## src/rtl/regfile_wb_arbiter.sv

```systemverilog
// Regfile write-port arbiter shared by the pipeline WB stage and the MDU.
// It also keeps a scoreboard of outstanding MDU destinations for the decode RAW stall.
module regfile_wb_arbiter #(
  parameter int unsigned XLEN       = 32,
  parameter int unsigned MAX_STARVE = 4
) (
  input  logic            i_clk,
  input  logic            i_reset,
  input  logic            i_wb_valid,
  input  logic [4:0]      i_wb_rd,
  input  logic [XLEN-1:0] i_wb_data,
  output logic            o_wb_stall,
  input  logic            i_mdu_issue,
  input  logic [4:0]      i_mdu_issue_rd,
  input  logic            i_mdu_valid,
  input  logic [4:0]      i_mdu_rd,
  input  logic [XLEN-1:0] i_mdu_data,
  output logic            o_mdu_ready,
  input  logic [4:0]      i_rs1_addr,
  input  logic [4:0]      i_rs2_addr,
  output logic            o_raw_stall,
  output logic            o_rd_wren,
  output logic [4:0]      o_rd_addr,
  output logic [XLEN-1:0] o_rd_data,
  output logic [31:0]     o_pending
);

  localparam int unsigned CntW = $clog2(MAX_STARVE + 1);

  logic [31:0]     pending_q, pending_d;
  logic [CntW-1:0] starve_q, starve_d;
  logic            wb_req, mdu_req, grant_wb, grant_mdu, mdu_xfer;
  logic [31:0]     set_vec, clr_vec;

  always_comb begin
    wb_req    = i_wb_valid && (i_wb_rd != 5'd0);
    mdu_req   = i_mdu_valid && (i_mdu_rd != 5'd0);
    grant_wb  = 1'b0;
    grant_mdu = 1'b0;
    starve_d  = starve_q;
    if (wb_req && mdu_req) begin
      // MDU has lost MAX_STARVE conflicts in a row: it takes the port now
      if (starve_q >= CntW'(MAX_STARVE)) begin
        grant_mdu = 1'b1;
        starve_d  = '0;
      end else begin
        grant_wb = 1'b1;
        starve_d = starve_q + 1'b1;
      end
    end else if (wb_req) begin
      grant_wb = 1'b1;
    end else if (mdu_req) begin
      grant_mdu = 1'b1;
      starve_d  = '0;
    end
  end

  always_comb begin
    o_wb_stall  = 1'b0;
    o_mdu_ready = 1'b0;
    o_raw_stall = 1'b0;
    o_rd_wren   = 1'b0;
    o_rd_addr   = 5'd0;
    o_rd_data   = '0;
    if (!i_reset) begin
      o_wb_stall  = wb_req && !grant_wb;
      // An x0 result is retired without using the port
      o_mdu_ready = grant_mdu || (i_mdu_valid && (i_mdu_rd == 5'd0));
      o_raw_stall = pending_q[i_rs1_addr] | pending_q[i_rs2_addr];
      o_rd_wren   = grant_wb || grant_mdu;
      if (grant_wb) begin
        o_rd_addr = i_wb_rd;
        o_rd_data = i_wb_data;
      end else if (grant_mdu) begin
        o_rd_addr = i_mdu_rd;
        o_rd_data = i_mdu_data;
      end
    end
  end

  always_comb begin
    mdu_xfer  = i_mdu_valid && o_mdu_ready;
    set_vec   = i_mdu_issue ? (32'd1 << i_mdu_issue_rd) : 32'd0;
    clr_vec   = mdu_xfer ? (32'd1 << i_mdu_rd) : 32'd0;
    // Set is applied after clear so a same-cycle reissue stays pending
    pending_d = ((pending_q & ~clr_vec) | set_vec) & ~32'd1;
  end

  assign o_pending = pending_q;

  always_ff @(posedge i_clk) begin
    if (i_reset) begin
      pending_q <= '0;
      starve_q  <= '0;
    end else begin
      pending_q <= pending_d;
      starve_q  <= starve_d;
    end
  end

endmodule

```

## config.mk

```make
export PLATFORM = sky130hd
export DESIGN_NAME = regfile_wb_arbiter
export DESIGN_NICKNAME = d
export VERILOG_FILES = /design/src/rtl/regfile_wb_arbiter.sv
export SDC_FILE = /design/constraint.sdc
export NUM_CORES = 1
export LEC_CHECK = 0
export BUFFER_PORTS_ARGS = -buffer_cell sky130_fd_sc_hd__buf_4
export CAP_MARGIN = 20
export CORE_UTILIZATION = 37
export DETAILED_ROUTE_END_ITERATION = 8
export GPL_ROUTABILITY_DRIVEN = 1
export GPL_TIMING_DRIVEN = 0
export HOLD_SLACK_MARGIN = 0.08
export PLACE_DENSITY = 0.75
export SYNTH_ARGS = -nofsm -noshare
export SYNTH_HDL_FRONTEND = slang
export SYNTH_SLANG_ARGS = --single-unit
```

## constraint.sdc

```tcl
create_clock -name i_clk -period 3.1 [get_ports i_clk]
set_input_delay 0.62 -clock i_clk [delete_from_list [all_inputs] [get_ports i_clk]]
set_output_delay 0.62 -clock i_clk [all_outputs]
set_load 0.03 [all_outputs]
```

==> results of run 1 <==
-- worst max-delay path: cells and delay by family --
family | cells | cell delay [ps]
buffers and inverters | 5 | 720
AO/OA/AOI/OAI | 3 | 440
AND/OR/NAND/NOR | 2 | 650
-- cell usage in the layout (no fill, tap or decap), types with 2 or more instances in the layout --
cell	netlist	layout
o311ai_1	1	2
ha_1	2	2
nand2b_1	4	4
mux4_2	12	12
or3b_2	2	2
a21oi_1	34	10
buf_6	7	33
mux2i_1	3	3
inv_1	9	9
or2_2	2	2
clkbuf_8	0	6
a21oi_2	6	30
nand3_1	43	43
nand2_1	45	45
a2111oi_0	4	4
buf_4	2	141
o21ai_0	57	57
nand3b_1	9	9
clkbuf_2	2	3
a31oi_1	3	3
o211ai_1	2	2
nor2_1	16	16
buf_8	0	3
buf_1	3	3
o31ai_1	2	2
nor2b_1	32	32
mux2_2	5	5
dfxtp_1	34	34
a22oi_1	2	2
buf_2	2	2
clkbuf_1	18	15
nand4b_1	2	2
nor4_1	2	2
-- layout make-up --
type,count,area (um2)
fill,670,2800
multi-input combinational,312,2100
timing repair buffer,167,1370
sequential,34,681
buffer,34,223
tap,99,124
clock buffer,6,82.6
inverter,9,33.8
-- registers in the layout, summed over array words and instances, names as in the netlist --
signal,count
o_pending,31
starve_q,3
-- metrics by stage --
step | setup slack, ps | cell area [um2] | total power [mW]
after global placement | -121 | 4270 | 0.886
after CTS | 7.65 | 4450 | 1.22
after floorplan | 76.3 | 2990 | 0.701
after global routing | -20.3 | 4610 | 1.30
after detailed placement | -157 | 4270 | 0.892
final | 51.0 | 4610 | 1.24
-- metal layers --
| metal | global-route usage | vias to the layer above |
|---|---|---|
| li1 | - | 1758 |
| met1 | 0.299 | 1766 |
| met2 | 0.487 | 187 |
| met3 | 0.0707 | 22 |
| met4 | 0.147 | 0 |
| met5 | 0 | - |
-- timing repair --
item / 4_1_cts / 5_1_grt
resized for setup: 12 / 36
pin swaps: 7 / 5
gates cloned: 1 / 2
setup endpoints to repair: 32 / 31
setup buffers: 7 / 3
-- how the worst max path moves through the flow --
stage | start | endpoint | slack, ps
3_5_place_dp | i_wb_rd[1] | o_rd_data[10] | -160
3_3_place_gp | i_wb_rd[1] | o_rd_data[9] | -120
2_1_floorplan | i_mdu_rd[2] | o_rd_addr[4] | 80
5_1_grt | i_wb_rd[1] | o_rd_data[30] | -20
4_1_cts | i_mdu_rd[4] | o_rd_addr[1] | 8
6_report | i_wb_rd[1] | o_rd_data[14] | 50
-- power breakdown --
part | total, mW | internal (mW) | switching, mW
Sequential | 0.451 | 0.443 | 0.00738
Clock | 0.318 | 0.171 | 0.147
Combinational | 0.476 | 0.217 | 0.259
Total | 1.24 | 0.831 | 0.413
-- synth_stat cells (4+ instances only) --
cell type  count
a2111oi_0      4
a21oi_1       34
a21oi_2        6
buf_6          7
clkbuf_1      18
dfxtp_1       34
inv_1          9
mux2_2         5
mux4_2        12
nand2_1       45
nand2b_1       4
nand3_1       43
nand3b_1       9
nor2_1        16
nor2b_1       32
o21ai_0       57
-- cells by family after synthesis --
kind of cell	share of synthesized area
AND/OR/NAND/NOR	0.298
AO/OA/AOI/OAI	0.256
buffers and inverters	0.0781
flip-flops	0.235
multiplexers	0.123
adder cells (fa/ha/maj)	0.00863
other	0.00129
==> impl_metrics.toml, run 1 <==
[setup_path]
cp_cell_sequence = "buf_4, or4_4, o21ai_4, buf_6, a21o_1, buf_6, clkbuf_16, nand3_1, a21oi_2, buf_4"
r2r-end = "o_pending[25]"
end_kind = "output pin"
cp_slowest_cell = "or4_4"
r2r_setup_slack_ps = 1330
startpoint_type = "primary input"
arrival_ps = 2430
reg2reg_from = "starve_q[2]"
crit_required_ps = 2480
critPathMaxFanout = 5
worstSetupPathType = "in2out"
reg2reg_depth = 3
slowest_delay_ps = 540

[detailed_routing]
antenna_left = 0
route.detailed.drc = 0
met1_length_um = 4240
viasPerCell = 5.65
wl_met2_um = 5770
num_vias = 3733
wire_per_inst_um = 17.1
wl_met3_um = 880
highest_layer = "met4"
routed_wl_um = 11300
drt-pass1-iter-count = 4
drtIter0Drc = 251

[synth]
ys_top_cells_by_area = "dfxtp_1, o21ai_0, mux4_2"
seq_area_frac_synth = 0.235
syn-instance-count = 389
syn_area_per_cell_um2 = 7.45
async_flop_share = 0
syn-num-nets = 485
ys_types = 53
ys_ff_latch = 34
synth.top_cell.area_share = 0.235
netlist_area_um2 = 2900
yosysTopAreaCell = "dfxtp_1"
synth_edf_count = 0
synth_flop_cell = "dfxtp_1"
yosysWarnings = 0

[worst_hold_path]
hold_path.startpoint = "starve_q[1]"
min_path_type = "reg2reg"
holdPathStages = 2
min_to = "starve_q[1]"

[die]
dieArea_um2 = 8190
core_area_um2 = 7410
design.portCount = 167
start_util = 0.391
rows = 31
fp.dieH_um = 90.5
fp.dieW_um = 90.5

[final_layout]
utilization = 0.622
layout-drive-gt1-share = 0.436
nNetsFinal = 659
area_growth_pct = 59.0
instances_no_fill = 661
antenna_cells = 0

[timing]
fin_crit_ps = 3050
worst_pin_slew_ps = 1200
hold_ws_ps = 490
max_freq_ghz = 0.328
setup_violations = 0
max-slew-margin-rel = 0.185
drv_slew = 0
skew_ps = 4.31
hold_viol_final = 0
finalSetupTns_ps = 0
final.period_utilization = 0.984

[clocking]
cts_num_sinks = 34
cts_buffers = 5
holdBufCountCts = 0
insertion_delay_ps = 290
clockBufferDepth = 2
cts_tree = "built"
htreeDepth = 2
root_buffer = "clkbuf_8"
clk_pin_slew_ps = 60

[power]
p_leak_nw = 1.92
ir_drop_mv = 0.170
powerDensity_nw_per_um2 = 270

[placement]
hpwl_um = 8740
place_inst = 642
gp_congestion = 0.911
io_buffer_count = 154

[outcome]
status = "finished, final reports clean"

[global_route]
grt_first_pass_wirelength_um = 18000
grt_max_degree = 11
track_usage = 0.275
antenna_found_initial = 0
grt_pass1_vias = 3666
grt_remaining_overflow = 0

[job]
cap_violations = 0
Power figures use the tool's default switching activity.
==> inputs of run 2 (changes only) <==
--- a/config.mk
+++ b/config.mk
@@ -13,6 +13,7 @@
 export GPL_TIMING_DRIVEN = 0
 export HOLD_SLACK_MARGIN = 0.08
 export PLACE_DENSITY = 0.75
+export RECOVER_POWER = 100
 export SYNTH_ARGS = -nofsm -noshare
 export SYNTH_HDL_FRONTEND = slang
 export SYNTH_SLANG_ARGS = --single-unit
==> run 2 against run 1 <==
Against the previous run: clock skew shrank 0.97 ps; critical path type unchanged; utilization decreased by 1.6 points; die area unchanged; sequential share of layout area is 0.38 points higher; maximum frequency is essentially flat; non-clock buffer count unchanged; register-to-register slack improved by 40 ps; critical path depth did not move; flip-flop and latch count is the same; largest cell class unchanged; cell area is 2.5% lower.
==> impl_metrics.toml, run 2 (same netlist as run 1, synthesis figures left out) <==
[outcome]
status = "finished, final reports clean"

[setup_path]
r2r-end = "o_pending[25]"
r2r_setup_slack_ps = 1370
reg2reg_from = "starve_q[2]"
critPathMaxFanout = 5
reg2reg_depth = 3
worstSetupPathType = "in2out"
arrival_ps = 2430
startpoint_type = "primary input"
end_kind = "output pin"
crit_required_ps = 2480

[global_route]
track_usage = 0.275
grt_pass1_vias = 3666
grt_remaining_overflow = 0
grt_first_pass_wirelength_um = 18000
antenna_found_initial = 0
grt_max_degree = 11

[worst_hold_path]
hold_path.startpoint = "starve_q[1]"
min_path_type = "reg2reg"
min_to = "starve_q[1]"
holdPathStages = 2

[timing]
setup_violations = 0
drv_slew = 0
hold_viol_final = 0
fin_crit_ps = 3050
max_freq_ghz = 0.328
worst_pin_slew_ps = 1160
skew_ps = 3.34
max-slew-margin-rel = 0.215
final.period_utilization = 0.984
finalSetupTns_ps = 0

[power]
swShare = 0.334
p_leak_nw = 1.79
p_sw_uw = 414
p_int_uw = 827
pwr-share-seq = 0.363
combPwrFrac = 0.380
p_clk_frac = 0.257
ir_drop_mv = 0.170
powerDensity_nw_per_um2 = 276

[clocking]
holdBufCountCts = 0
clockBufferDepth = 2
root_buffer = "clkbuf_8"
clk_pin_slew_ps = 60
cts_buffers = 5
htreeDepth = 2
cts_tree = "built"
cts_num_sinks = 34
insertion_delay_ps = 290

[detailed_routing]
num_vias = 3725
viasPerCell = 5.64
route.detailed.drc = 0
drt-pass1-iter-count = 5
antenna_left = 0
routed_wl_um = 11400
drtIter0Drc = 326
wire_per_inst_um = 17.3

[placement]
place_inst = 642
gp_congestion = 0.911
hpwl_um = 8740
io_buffer_count = 154

[die]
fp.dieW_um = 90.5
rows = 31
dieArea_um2 = 8190
fp.dieH_um = 90.5
core_area_um2 = 7410
start_util = 0.391
design.portCount = 167

[final_layout]
layout-drive-gt1-share = 0.381
nFillCells = 692
largest_register_ffs = 31
mostFrequentLayoutCell = "buf_4"
area_growth_pct = 55.0
instances_no_fill = 661
antenna_cells = 0
nNetsFinal = 659
utilization = 0.607
mostFrequentLayoutCells = "buf_4, o21ai_0, clkbuf_1"

[job]
cap_violations = 0
==> run 2: power by group through the flow <==
stage | Sequential [mW] | Combinational [mW] | Clock, mW
2_1_floorplan | 0.468 | 0.233 | 0
3_3_place_gp | 0.460 | 0.426 | 0
3_5_place_dp | 0.460 | 0.432 | 0
4_1_cts | 0.450 | 0.448 | 0.325
5_1_grt | 0.451 | 0.502 | 0.342
6_report | 0.451 | 0.472 | 0.319
==> run 2: critical path: stages <==
cell and delay (ps):
buf_4 130, or4_4 540, o21ai_4 170, buf_6 130, a21o_1 110, buf_6 150
clkbuf_16 140, nand3_1 110, a21oi_2 160, buf_4 170
==> run 2: metrics by stage <==
step	hold WS (ps)	instance area, um2	setup WS [ps]	power (mW)
after floorplan	449	2990	76.3	0.701
after global placement	461	4270	-121	0.886
after detailed placement	480	4270	-157	0.892
after CTS	488	4450	7.65	1.22
after global routing	527	4490	-20.3	1.30
final	490	4490	49.9	1.24
==> run 2: how the worst max path moves through the flow <==
| stage | start | to | slack (ps) | cells past startpoint |
|---|---|---|---|---|
| after global routing | i_wb_rd[1] | o_rd_data[30] | -20 | 10 |
| after detailed placement | i_wb_rd[1] | o_rd_data[10] | -160 | 10 |
| after floorplan | i_mdu_rd[2] | o_rd_addr[4] | 80 | 7 |
| final | i_wb_rd[1] | o_rd_data[14] | 50 | 10 |
| after global placement | i_wb_rd[1] | o_rd_data[9] | -120 | 10 |
| after CTS | i_mdu_rd[4] | o_rd_addr[1] | 8 | 10 |
==> run 2: area by class of cell <==
cell class	instances	area (um2)	area share
flip-flops and latches	34	681	0.151
multi-input cells	312	2100	0.467
well taps	99	124	0.0276
clock buffers	6	82.6	0.0184
repair buffers	167	1250	0.279
inverters	9	33.8	0.00752
plain buffers	34	223	0.0496
==> run 2: timing repair <==
action / in CTS / in global routing
setup endpoints to repair: 32 / 31
pin swaps: 7 / 5
cloned: 1 / 2
setup buffers: 7 / 3
resized for setup: 12 / 36
==> run 2: metal layers <==
layer | up-vias | global-route usage | part of all wire
li1 | 1759 | - | -
met1 | 1744 | 0.299 | 0.37
met2 | 201 | 0.487 | 0.51
met3 | 21 | 0.0707 | 0.087
met4 | 0 | 0.147 | 0.031
met5 | - | 0 | 0
==> inputs of run 3 (changes only) <==
--- a/config.mk
+++ b/config.mk
@@ -7,12 +7,11 @@
 export LEC_CHECK = 0
 export BUFFER_PORTS_ARGS = -buffer_cell sky130_fd_sc_hd__buf_4
 export CAP_MARGIN = 20
-export CORE_UTILIZATION = 37
+export CORE_UTILIZATION = 45
 export DETAILED_ROUTE_END_ITERATION = 8
-export GPL_ROUTABILITY_DRIVEN = 1
 export GPL_TIMING_DRIVEN = 0
 export HOLD_SLACK_MARGIN = 0.08
-export PLACE_DENSITY = 0.75
+export PLACE_DENSITY = 0.88
 export RECOVER_POWER = 100
 export SYNTH_ARGS = -nofsm -noshare
 export SYNTH_HDL_FRONTEND = slang
==> run 3 against run 2 <==
Against the previous run: clock power increased by 7.2%; global-route usage increased by 5.2 points; flip-flop and latch count unchanged; critical path depth decreased by 1; clock-buffer cell count increased by 1; worst hold slack improved by 14 ps; utilization increased by 11 points; non-clock buffer count decreased by 2; routed wire length increased by 1.3%; largest power group unchanged; highest routed layer unchanged.
==> impl_metrics.toml, run 3 (same netlist as run 1, synthesis figures left out) <==
[power]
p_sw_uw = 428
p_clk_frac = 0.274
combPwrFrac = 0.366
p_int_uw = 822
ir_drop_mv = 0.166
power_mw = 1.25
swShare = 0.343
pwr-share-seq = 0.360
powerDensity_nw_per_um2 = 286
p_leak_nw = 1.75

[global_route]
track_usage = 0.328
grt_first_pass_wirelength_um = 16700
grt_max_degree = 11
grt_remaining_overflow = 0
grt_pass1_vias = 3540
antenna_found_initial = 0

[detailed_routing]
route.detailed.drc = 0
antenna_left = 0
drt-pass1-iter-count = 6
wire_per_inst_um = 18.1
routed_wl_um = 11600
num_vias = 3820
viasPerCell = 6.00
drtIter0Drc = 334

[timing]
max_freq_ghz = 0.328
drv_slew = 0
fin_crit_ps = 3050
finalSetupTns_ps = 0
rsz0062_at_grt = "yes"
fin_ws_ps = 52.6
final.period_utilization = 0.983
hold_viol_final = 0
hold_ws_ps = 504
worst_pin_slew_ps = 1040
skew_ps = 1.66
setup_violations = 0
max-slew-margin-rel = 0.300

[die]
design.portCount = 167
fp.dieW_um = 82.3
dieArea_um2 = 6770
core_area_um2 = 6060
start_util = 0.478
rows = 28
fp.dieH_um = 82.3

[clocking]
clockBufferDepth = 2
cts_tree = "built"
cts_num_sinks = 34
cts_buffers = 5
root_buffer = "clkbuf_8"
clk_pin_slew_ps = 70
insertion_delay_ps = 290
htreeDepth = 2

[final_layout]
mostFrequentLayoutCell = "buf_4"
nFillCells = 501
layout-drive-gt1-share = 0.370
largest_register_ffs = 31
area_growth_pct = 50.8
nNetsFinal = 657
utilization = 0.722
antenna_cells = 0
mostFrequentLayoutCells = "buf_4, o21ai_0, clkbuf_1"

[setup_path]
arrival_ps = 2430
end_kind = "output pin"
cp_slowest_cell = "or3_4"
critPathMaxFanout = 9
slowest_delay_ps = 390
worstSetupPathType = "in2out"
startpoint_type = "primary input"
cp_common_cell = "buf_4"
crit_required_ps = 2480
cp_cell_sequence = "buf_4, or3_4, o31a_1, buf_6, a21oi_4, buf_4, nand2_1, a21oi_1, buf_4"
r2r_setup_slack_ps = 1280

[outcome]
status = "finished, final reports clean"

[worst_hold_path]
min_path_type = "reg2reg"

[placement]
place_ws_ps = -123
gp_congestion = 0.892
io_buffer_count = 154
hpwl_um = 8670

[job]
cap_violations = 0
run 3: cell count changes in the layout (fill, tap and decap cells not counted), sizes merged:
| cell | previous run | this run |
|---|---|---|
| buf | 151 | 145 |
| clkbuf | 56 | 61 |
| clkinv | 0 | 1 |
run 3: stage by stage:
| step | instance area [um2] | std cells |
|---|---|---|
| detailed placement | 4240 | 619 |
| CTS | 4390 | 633 |
| finish | 4370 | 637 |
| global placement | 4240 | 618 |
| global route | 4370 | 637 |
| floorplan | 2990 | 389 |
run 3: worst paths after layout:
| path | start | to | depth (start not counted) |
|---|---|---|---|
| worst max-delay path | i_mdu_rd[3] | o_rd_data[29] | 9 |
| worst min-delay path | starve_q[1] | starve_q[1] | 2 |
| worst max register to register | starve_q[2] | o_pending[29] | 4 |
| worst min register to register | starve_q[1] | starve_q[1] | 2 |
run 3: layout make-up:
class | count | area (um2) | area share
buffer | 34 | 210 | 0.0481
clock inverter | 1 | 5.00 | 0.00114
timing repair buffer | 165 | 1180 | 0.269
clock buffer | 7 | 86.3 | 0.0197
inverter | 9 | 33.8 | 0.00773
tap | 75 | 93.8 | 0.0215
multi-input combinational | 312 | 2090 | 0.477
sequential | 34 | 681 | 0.156
run 3: what timing repair did:
item / CTS / global route
buffers inserted: 6 / 2
gates resized for setup: 2 / 36
endpoints found under the setup margin: 30 / 37
hold buffers: 0 / 0
cloned: 0 / 1
pin swaps: 2 / 5
run 3: critical path, delay by kind of cell:
kind	cells	cell delay [ps]
AND/OR/NAND/NOR	2	450
buffers and inverters	4	660
AO/OA/AOI/OAI	3	690
run 3: power by group through the flow:
| stage | combinational, mW | sequential [mW] | clock [mW] |
|---|---|---|---|
| after floorplan | 0.233 | 0.468 | 0 |
| after global placement | 0.423 | 0.460 | 0 |
| after detailed placement | 0.431 | 0.460 | 0 |
| after CTS | 0.440 | 0.450 | 0.338 |
| after global routing | 0.484 | 0.451 | 0.353 |
| final | 0.458 | 0.450 | 0.342 |
run 3: metal layers:
layer	up-vias	GRT usage	routed length (um)
met5	-	0	0
met4	0	0.181	432
met3	39	0.0857	1020
met2	250	0.587	5920
met1	1775	0.348	4180
li1	1756	-	-
